$ cat config.mk
export PLATFORM = sky130hd
export DESIGN_NAME = game_round_ctrl
export DESIGN_NICKNAME = d
export VERILOG_FILES = /design/src/rtl/game_round_ctrl.sv
export SDC_FILE = /design/constraint.sdc
export NUM_CORES = 1
export LEC_CHECK = 0
export ABC_AREA = 1
export ABC_CLOCK_PERIOD_IN_PS = 3800
export CORE_MARGIN = 3
export CORE_UTILIZATION = 51
export CTS_CLUSTER_SIZE = 28
export DETAILED_ROUTE_END_ITERATION = 10
export GPL_TIMING_DRIVEN = 0
export PLACE_DENSITY = 0.9
export RECOVER_POWER = 100
export SETUP_SLACK_MARGIN = 0.1
export SKIP_LAST_GASP = 1
export SLEW_MARGIN = 30
export SYNTH_ARGS = -nofsm -noshare
export SYNTH_HDL_FRONTEND = slang
export SYNTH_SLANG_ARGS = --single-unit
$ cat constraint.sdc
create_clock -name Clk -period 3.8 [get_ports Clk]
set_input_delay 0.57 -clock Clk [delete_from_list [all_inputs] [get_ports Clk]]
set_output_delay 0.57 -clock Clk [all_outputs]
set_load 0.02 [all_outputs]
$ cat src/rtl/game_round_ctrl.sv
// game_round_ctrl: round sequencer (title, load, countdown, play, win, lose) with level, lives and timers.
// Define GAME_PAUSE_EN to add a 'P'-key pause state during play.
module game_round_ctrl #(
  parameter int LEVELS           = 4,
  parameter int LIVES            = 3,
  parameter int COUNTDOWN_FRAMES = 180,
  parameter int PLAY_FRAMES      = 3600
) (
  input  logic                                   Clk,
  input  logic                                   Reset,
  input  logic                                   frame_tick,
  input  logic [15:0]                            keycode,
  input  logic                                   goal_reached,
  input  logic                                   hazard_hit,
  output logic [3:0]                             status,
  output logic                                   play_en,
  output logic                                   load_level,
  output logic                                   paused,
  output logic [$clog2(LEVELS)-1:0]              level,
  output logic [$clog2(LIVES+1)-1:0]             lives,
  output logic [$clog2(PLAY_FRAMES+1)-1:0]       time_left,
  output logic [$clog2(COUNTDOWN_FRAMES+1)-1:0]  countdown
);
  localparam int LW  = $clog2(LEVELS);
  localparam int LVW = $clog2(LIVES+1);
  localparam int TW  = $clog2(PLAY_FRAMES+1);
  localparam int CW  = $clog2(COUNTDOWN_FRAMES+1);
  localparam logic [2:0] TITLE = 3'd0;
  localparam logic [2:0] LOAD  = 3'd1;
  localparam logic [2:0] COUNT = 3'd2;
  localparam logic [2:0] PLAY  = 3'd3;
  localparam logic [2:0] WIN   = 3'd4;
  localparam logic [2:0] LOSE  = 3'd5;
  logic [2:0] state;
  logic enter_now, enter_prev, enter_press, death;
  assign enter_now   = (keycode[15:8] == 8'h28) | (keycode[7:0] == 8'h28);
  assign enter_press = enter_now & ~enter_prev;
  assign death       = hazard_hit | (frame_tick & (time_left == TW'(1)));
`ifdef GAME_PAUSE_EN
  localparam logic [2:0] PAUSE = 3'd6;
  logic p_now, p_prev, p_press;
  assign p_now   = (keycode[15:8] == 8'h13) | (keycode[7:0] == 8'h13);
  assign p_press = p_now & ~p_prev;
  assign paused  = state == PAUSE;
  always_ff @(posedge Clk) p_prev <= Reset | p_now;
`else
  assign paused = 1'b0;
`endif
  assign play_en    = state == PLAY;
  assign load_level = state == LOAD;
  always_comb
    status = state == TITLE ? 4'b0001 :
             state == WIN   ? 4'b0100 :
             state == LOSE  ? 4'b1000 : 4'b0010;
  // prev resets to 1 so an Enter held through reset is not seen as a press
  always_ff @(posedge Clk) begin
    if (Reset) begin
      state      <= TITLE;
      enter_prev <= 1'b1;
      level      <= '0;
      lives      <= '0;
      time_left  <= '0;
      countdown  <= '0;
    end else begin
      enter_prev <= enter_now;
      case (state)
        TITLE: if (enter_press) begin
          level <= '0;
          lives <= LVW'(LIVES);
          state <= LOAD;
        end
        LOAD: begin
          time_left <= TW'(PLAY_FRAMES);
          countdown <= CW'(COUNTDOWN_FRAMES);
          state     <= COUNT;
        end
        COUNT: if (frame_tick) begin
          countdown <= countdown - 1'b1;
          if (countdown == CW'(1)) state <= PLAY;
        end
        PLAY: if (death) begin
          lives <= lives - 1'b1;
          state <= lives == LVW'(1) ? LOSE : LOAD;
        end else if (goal_reached) begin
          if (level == LW'(LEVELS-1)) state <= WIN;
          else begin
            level <= level + 1'b1;
            state <= LOAD;
          end
        end else begin
          if (frame_tick) time_left <= time_left - 1'b1;
`ifdef GAME_PAUSE_EN
          if (p_press) state <= PAUSE;
`endif
        end
        WIN, LOSE: if (enter_press) state <= TITLE;
`ifdef GAME_PAUSE_EN
        PAUSE: if (p_press) state <= PLAY;
`endif
        default: state <= TITLE;
      endcase
    end
  end
endmodule

==> results.ini, run 1 <==
[power]
intPower_mw=0.828
comb_power_share_pct=61.8
p_per_area_mw_per_mm2=683
ir_drop_mv=0.421
p_sw_share_pct=47.7
seqPwrFrac_pct=29.2
p_leak_nw=1.15
power_frac_clock_pct=9.0
switching_power_mw=0.757

[global_routing]
grt_pass1_wl_um=7070
grt_max_degree=16
grt_util_all_layers_pct=20.5
antenna_found_initial=0
overflow=0
grt_pass1_vias=1688

[placed_design]
gp_congestion=0.806
placed_area_mm2=0.00235
io_buffers=49
hpwl_um=3410

[timing]
fin_setup_tns_ns=0
finClkSkew_ns=0.00347
hold_viol=0
worst_slew_pin_slew_ns=0.566
setup_viol=0
maxSlewViolCount=0
slew_headroom_pct=62.3
fmax_ghz=0.404
whs_ns=0.503
rsz0062_at_grt=false
period_share_pct=65.1
finalCriticalPeriod_ns=2.47

[synth]
ys_warn_count=0
synth_cells=276
syn_area_mm2=0.00180
synth_area_per_cell_um2=6.53
synth_seq_cells=28
synth_cell_types=33
yosysSeqAreaShare_pct=31.1
syn_nets=303

[drt]
vias=1848
vias_per_cell=4.95
ant_nets=0
post-route-drc-count=0
drt_iter0_drc=119
wl_per_cell_um=11.3
finalWirelength_um=4210
drt-pass1-iter-count=4

[setup_path]
cp_cell_sequence=nor3_1 -> dlygate4sd3_1
crit_family=buffers and inverters
r2r_start=time_left[1]$_SDFFE_PP0P_
r2r-end=time_left[9]$_SDFFE_PP0P_
reg2reg_depth=10
crit_start=state[0]$_SDFFE_PP0P_
max_stage_delay_ns=0.76
cp-start-kind=register
cp_slowest_cell=dlygate4sd3_1
cp-end-kind=output port
reg2reg_slack_ns=1.75
crit_fanout=5
critical_path_class=reg -> out
worstPathArrival_ns=1.90
cp_num_buf_inv=1
required_ns=3.23

[cells_and_area]
final_area_mm2=0.00232
areaGrowthSynthToFinish_pct=28.7
n_antenna_cell=0
most-common-layout-cells=nand2_1 (72), inv_1 (45), nor2_1 (33)
nNetsFinal=357
final_common_cell=nand2_1
layout-drive-gt1-share_pct=6.99

[status]
status=finished, final reports clean

[hold_path]
hp-start=time_left[10]$_SDFFE_PP0P_
worstHoldEndpoint=time_left[10]$_SDFFE_PP0P_
hp-class=reg -> reg
worstHoldPathCells=2

[die]
die_h_um=65.4
dieArea_mm2=0.00428
rows=20
core_region_area_mm2=0.00320
ios=52
start_util_pct=56.3
die_width_um=65.4

[clock_tree]
hold_buffers=0
cts.sinks=28
clock_latency_ns=0.32
clk_pin_slew_ns=0.14
htreeDepth=1
cts_resized=0
cts-root-buf=clkbuf_4
tritoncts=built
postCtsSetupBuffers=0
clk_path_buf_depth=2
numCtsBuffers=3

[flow_run]
cap_violations=0

## kinds of logic after synthesis
group / after synthesis / synth area share (%)
buffers and inverters: 53 / 12.1
flip-flops: 28 / 31.1
AO/OA/AOI/OAI: 33 / 9.65
other: 1 / 0.208
adder cells (fa/ha/maj): 6 / 4.17
XOR/XNOR: 7 / 3.40
AND/OR/NAND/NOR: 148 / 39.4
## through the flow
step / setup slack (ns) / total power, mW / util [%] / std cells
detailed placement: 1.63 / 1.52 / 73.3 / 369
global placement: 1.64 / 1.49 / 73.3 / 369
floorplan: 2.03 / 1.20 / - / 276
CTS: 1.34 / 1.67 / 74.4 / 373
global route: 1.22 / 1.73 / 72.4 / 373
finish: 1.33 / 1.59 / 72.4 / 373
## tightest hold or removal path, delay by kind of cell, from the launching register on
family	cells	cell delay (ns)
AOI/OAI and AO/OA	1	0.06
and+or+nand+nor	1	0.06
DFF	1	0.35
## layout make-up
type / instances / area (um^2)
repair buffers: 49 / 490
well taps: 44 / 55.1
plain buffers: 5 / 30.0
flip-flops and latches: 28 / 561
inverters: 48 / 180
multi-input cells: 195 / 967
clock buffers: 4 / 36.3
fillers: 293 / 883
## power groups by stage
stage | combinational, mW | clock (mW) | sequential [mW]
floorplan | 0.647 | 0 | 0.550
global placement | 1.02 | 0 | 0.470
detailed placement | 1.05 | 0 | 0.473
CTS | 1.05 | 0.148 | 0.466
global route | 1.10 | 0.161 | 0.478
finish | 0.980 | 0.143 | 0.462
## Yosys cell counts (all sizes together)
| library cell | n | area [um^2] |
|---|---|---|
| o21ai | 8 | 40.0 |
| xnor2 | 3 | 26.3 |
| nand2 | 75 | 307 |
| xor2 | 4 | 35.0 |
| nand3 | 18 | 118 |
| inv | 48 | 180 |
| nor3 | 9 | 50.1 |
| buf | 3 | 30.0 |
| nand4 | 3 | 25.0 |
| o211ai | 1 | 7.51 |
| nand3b | 3 | 35.0 |
| ha | 6 | 75.1 |
| dfxtp | 28 | 561 |
| nor2 | 38 | 163 |
| a21oi | 22 | 114 |
| conb | 1 | 3.75 |
| o22ai | 1 | 6.26 |
| or2 | 2 | 12.5 |
| clkbuf | 2 | 7.51 |
| a31oi | 1 | 6.26 |
## flip-flops by register name (all words and copies together) (netlist names)
| signal | cells |
|---|---|
| enter_prev | 1 |
| lives | 2 |
| state | 3 |
| level | 2 |
| countdown | 8 |
| time_left | 12 |
## worst max-delay path by stage
stage | to | slack [ns] | cells past startpoint
2_1_floorplan | lives[0]$_SDFFE_PP0P_ | 2.03 | 6
3_3_place_gp | level[1]$_SDFFE_PP0P_ | 1.64 | 12
3_5_place_dp | level[1]$_SDFFE_PP0P_ | 1.63 | 12
4_1_cts | load_level | 1.34 | 5
5_1_grt | load_level | 1.22 | 5
6_report | status[0] | 1.33 | 2
## routing by layer
| metal | global-route usage (%) | vias up | wire [um] |
|---|---|---|---|
| li1 | - | 960 | - |
| met2 | 37.8 | 50 | 2100 |
| met4 | 3.89 | 0 | 53 |
| met5 | 0 | - | 0 |
| met1 | 24.1 | 832 | 1840 |
| met3 | 4.79 | 6 | 223 |
Power figures use the tool's default switching activity.
==> run 2, diff against run 1 <==
Settings changed: ABC_CLOCK_PERIOD_IN_PS 3800 to 2000, CORE_UTILIZATION 51 to 43, PLACE_DENSITY 0.9 to 0.81.
Clock period 3.8 ns to 2 ns, I/O delays scaled along.
==> run 2 against run 1 <==
Critical path depth up 1; hold slack got worse by 0.15 ns; combinational power increased by 92%; non-clock buffer count is the same; total power is 100% higher; clock skew is essentially flat; core utilization decreased by 10 points; sequential power rose by 89%; sequential cell count unchanged; clock-buffer cell count decreased by 1; die area grew 17%; sequential share of layout area decreased by 0.63 points; critical path type unchanged; largest cell class unchanged; largest power group unchanged.
==> results.ini, run 2 (same netlist as run 1, synthesis figures left out) <==
[status]
status=finished, final reports clean

[power]
total_power_mw=3.20  ; +100%
p_leak_nw=1.17  ; +1.9%
intPower_mw=1.76  ; +110%
comb_power_share_pct=58.7  ; -3.1 points
p_per_area_mw_per_mm2=1340  ; +96%
p_sw_share_pct=45.0  ; -2.7 points
power_frac_clock_pct=14.0  ; +5.0 points
ir_drop_mv=0.695  ; +65%
switching_power_mw=1.44  ; +91%
seqPwrFrac_pct=27.3  ; -1.9 points

[cells_and_area]
most-common-layout-cells=nand2_1 (69), inv_1 (45), nor2_1 (34)
final_area_mm2=0.00239  ; +2.9%
areaGrowthSynthToFinish_pct=32.5
largest_reg_flops=12  ; unchanged
n_antenna_cell=0  ; unchanged
utilization_pct=61.9  ; -10 points
reg_top3=time_left: 12 flops, countdown: 8 flops, state: 3 flops
layout-drive-gt1-share_pct=8.21  ; +1.2 points
fin_cells=377  ; +1.1%
nNetsFinal=357  ; unchanged
final_common_cell=nand2_1
n_fill_cell=382  ; +30%
top_register=time_left

[timing]
finClkSkew_ns=0.00392  ; +0.000457 ns
fmax_ghz=0.539
slew_headroom_pct=65.0  ; +2.7 points
worst_slew_pin_slew_ns=0.525  ; -0.0409 ns
maxSlewViolCount=0  ; unchanged
whs_ns=0.348  ; -0.154 ns
finalCriticalPeriod_ns=1.85
fin_setup_tns_ns=0  ; unchanged
period_share_pct=92.7
setup_viol=0  ; unchanged
hold_viol=0  ; unchanged
setup_slack_ns=0.146  ; -1.18 ns
rsz0062_at_grt=false

[placed_design]
hpwl_um=3310  ; -2.9%
post-place-ws_ns=0.0750  ; -1.56 ns
placed_area_mm2=0.00235  ; +0.21%
io_buffers=49  ; unchanged
dp.cells=373  ; +1.1%
gp_congestion=0.926  ; +15%

[drt]
vias=1798  ; -2.7%
drt-pass1-iter-count=4  ; unchanged
finalWirelength_um=4140  ; -1.8%
post-route-drc-count=0  ; unchanged
drt_iter0_drc=102  ; -14%
vias_per_cell=4.77  ; -3.7%
ant_nets=0  ; unchanged
wl_per_cell_um=11.0  ; -2.8%

[clock_tree]
clk_path_buf_depth=2  ; unchanged
tritoncts=built
postCtsSetupBuffers=0  ; unchanged
hold_buffers=0  ; unchanged
cts-root-buf=clkbuf_8
htreeDepth=1  ; unchanged
clk_pin_slew_ns=0.09  ; -0.05 ns
cts.sinks=28  ; unchanged
cts_resized=7  ; +7
numCtsBuffers=3  ; unchanged
clock_latency_ns=0.27  ; -0.05 ns

[die]
rows=22  ; +10%
die_width_um=70.7  ; +8.1%
dieArea_mm2=0.00500  ; +17%
core_region_area_mm2=0.00385  ; +20%
die_h_um=70.7  ; +8.1%
ios=52  ; unchanged
start_util_pct=46.8  ; -9.5 points

[setup_path]
cp_num_buf_inv=2  ; +1
crit_family=buffers and inverters
required_ns=1.70  ; -1.53 ns
cp_slowest_cell=dlygate4sd3_1
worstPathArrival_ns=1.55  ; -0.35 ns
reg2reg_depth=11  ; +1
cp-end-kind=output port
critical_path_class=reg -> out
max_stage_delay_ns=0.70  ; -0.06 ns
crit_fanout=5  ; unchanged
cp-start-kind=register
cp_cell_sequence=inv_1 -> nor3_1 -> dlygate4sd3_1
cp.depth=3  ; +1

[global_routing]
overflow=0  ; unchanged
grt_pass1_vias=1757  ; +4.1%
grt_max_degree=17  ; +1
grt_util_all_layers_pct=17.4  ; -3.1 points
antenna_found_initial=0  ; unchanged
grt_pass1_wl_um=7360  ; +4.0%

[flow_run]
cap_violations=0  ; unchanged

[hold_path]
worstHoldPathCells=2  ; unchanged
hp-class=in -> reg

[run 2: path summary, 6_finish.rpt]
| path | startpoint | end | slack, ns |
|---|---|---|---|
| setup / recovery | state[2]$_SDFFE_PP0P_ | status[2] | 0.15 |
| hold / removal | Reset | time_left[10]$_SDFFE_PP0P_ | 0.35 |
| setup reg to reg | state[1]$_SDFFE_PP0P_ | countdown[7]$_SDFFE_PP0P_ | 0.21 |
| hold reg to reg | countdown[0]$_SDFFE_PP0P_ | countdown[0]$_SDFFE_PP0P_ | 0.48 |
[run 2: power groups by stage]
stage | Combinational, mW | Sequential (mW) | Clock, mW
after global routing | 2.15 | 0.910 | 0.485
after detailed placement | 1.98 | 0.895 | 0
final | 1.88 | 0.875 | 0.447
after global placement | 1.94 | 0.894 | 0
after CTS | 1.98 | 0.888 | 0.464
after floorplan | 1.23 | 1.04 | 0
[run 2: final cells by class]
| class | instances | area [um^2] | area share [%] |
|---|---|---|---|
| Inverter | 48 | 180 | 7.55 |
| Timing Repair Buffer | 49 | 479 | 20.1 |
| Clock inverter | 1 | 30.0 | 1.26 |
| Clock buffer | 3 | 41.3 | 1.73 |
| Sequential cell | 28 | 562 | 23.5 |
| Multi-Input combinational cell | 195 | 997 | 41.8 |
| Tap cell | 48 | 60.1 | 2.52 |
| Buffer | 5 | 37.5 | 1.57 |
[run 2: metal layers]
layer  up-vias  global-route usage [%]  wire [um]
met5         -                       0          0
met4         0                    4.18         22
met3         2                    3.27        146
met2        38                    30.7       2050
met1       794                    21.8       1920
li1        964                       -          -
[run 2: worst register-to-register path, delay by kind of cell, from the launching register on]
family                 cells  cell delay [ns]
AND/OR/NAND/NOR            7             0.93
AO/OA/AOI/OAI              1             0.12
flip-flops                 1             0.43
buffers and inverters      3             0.23
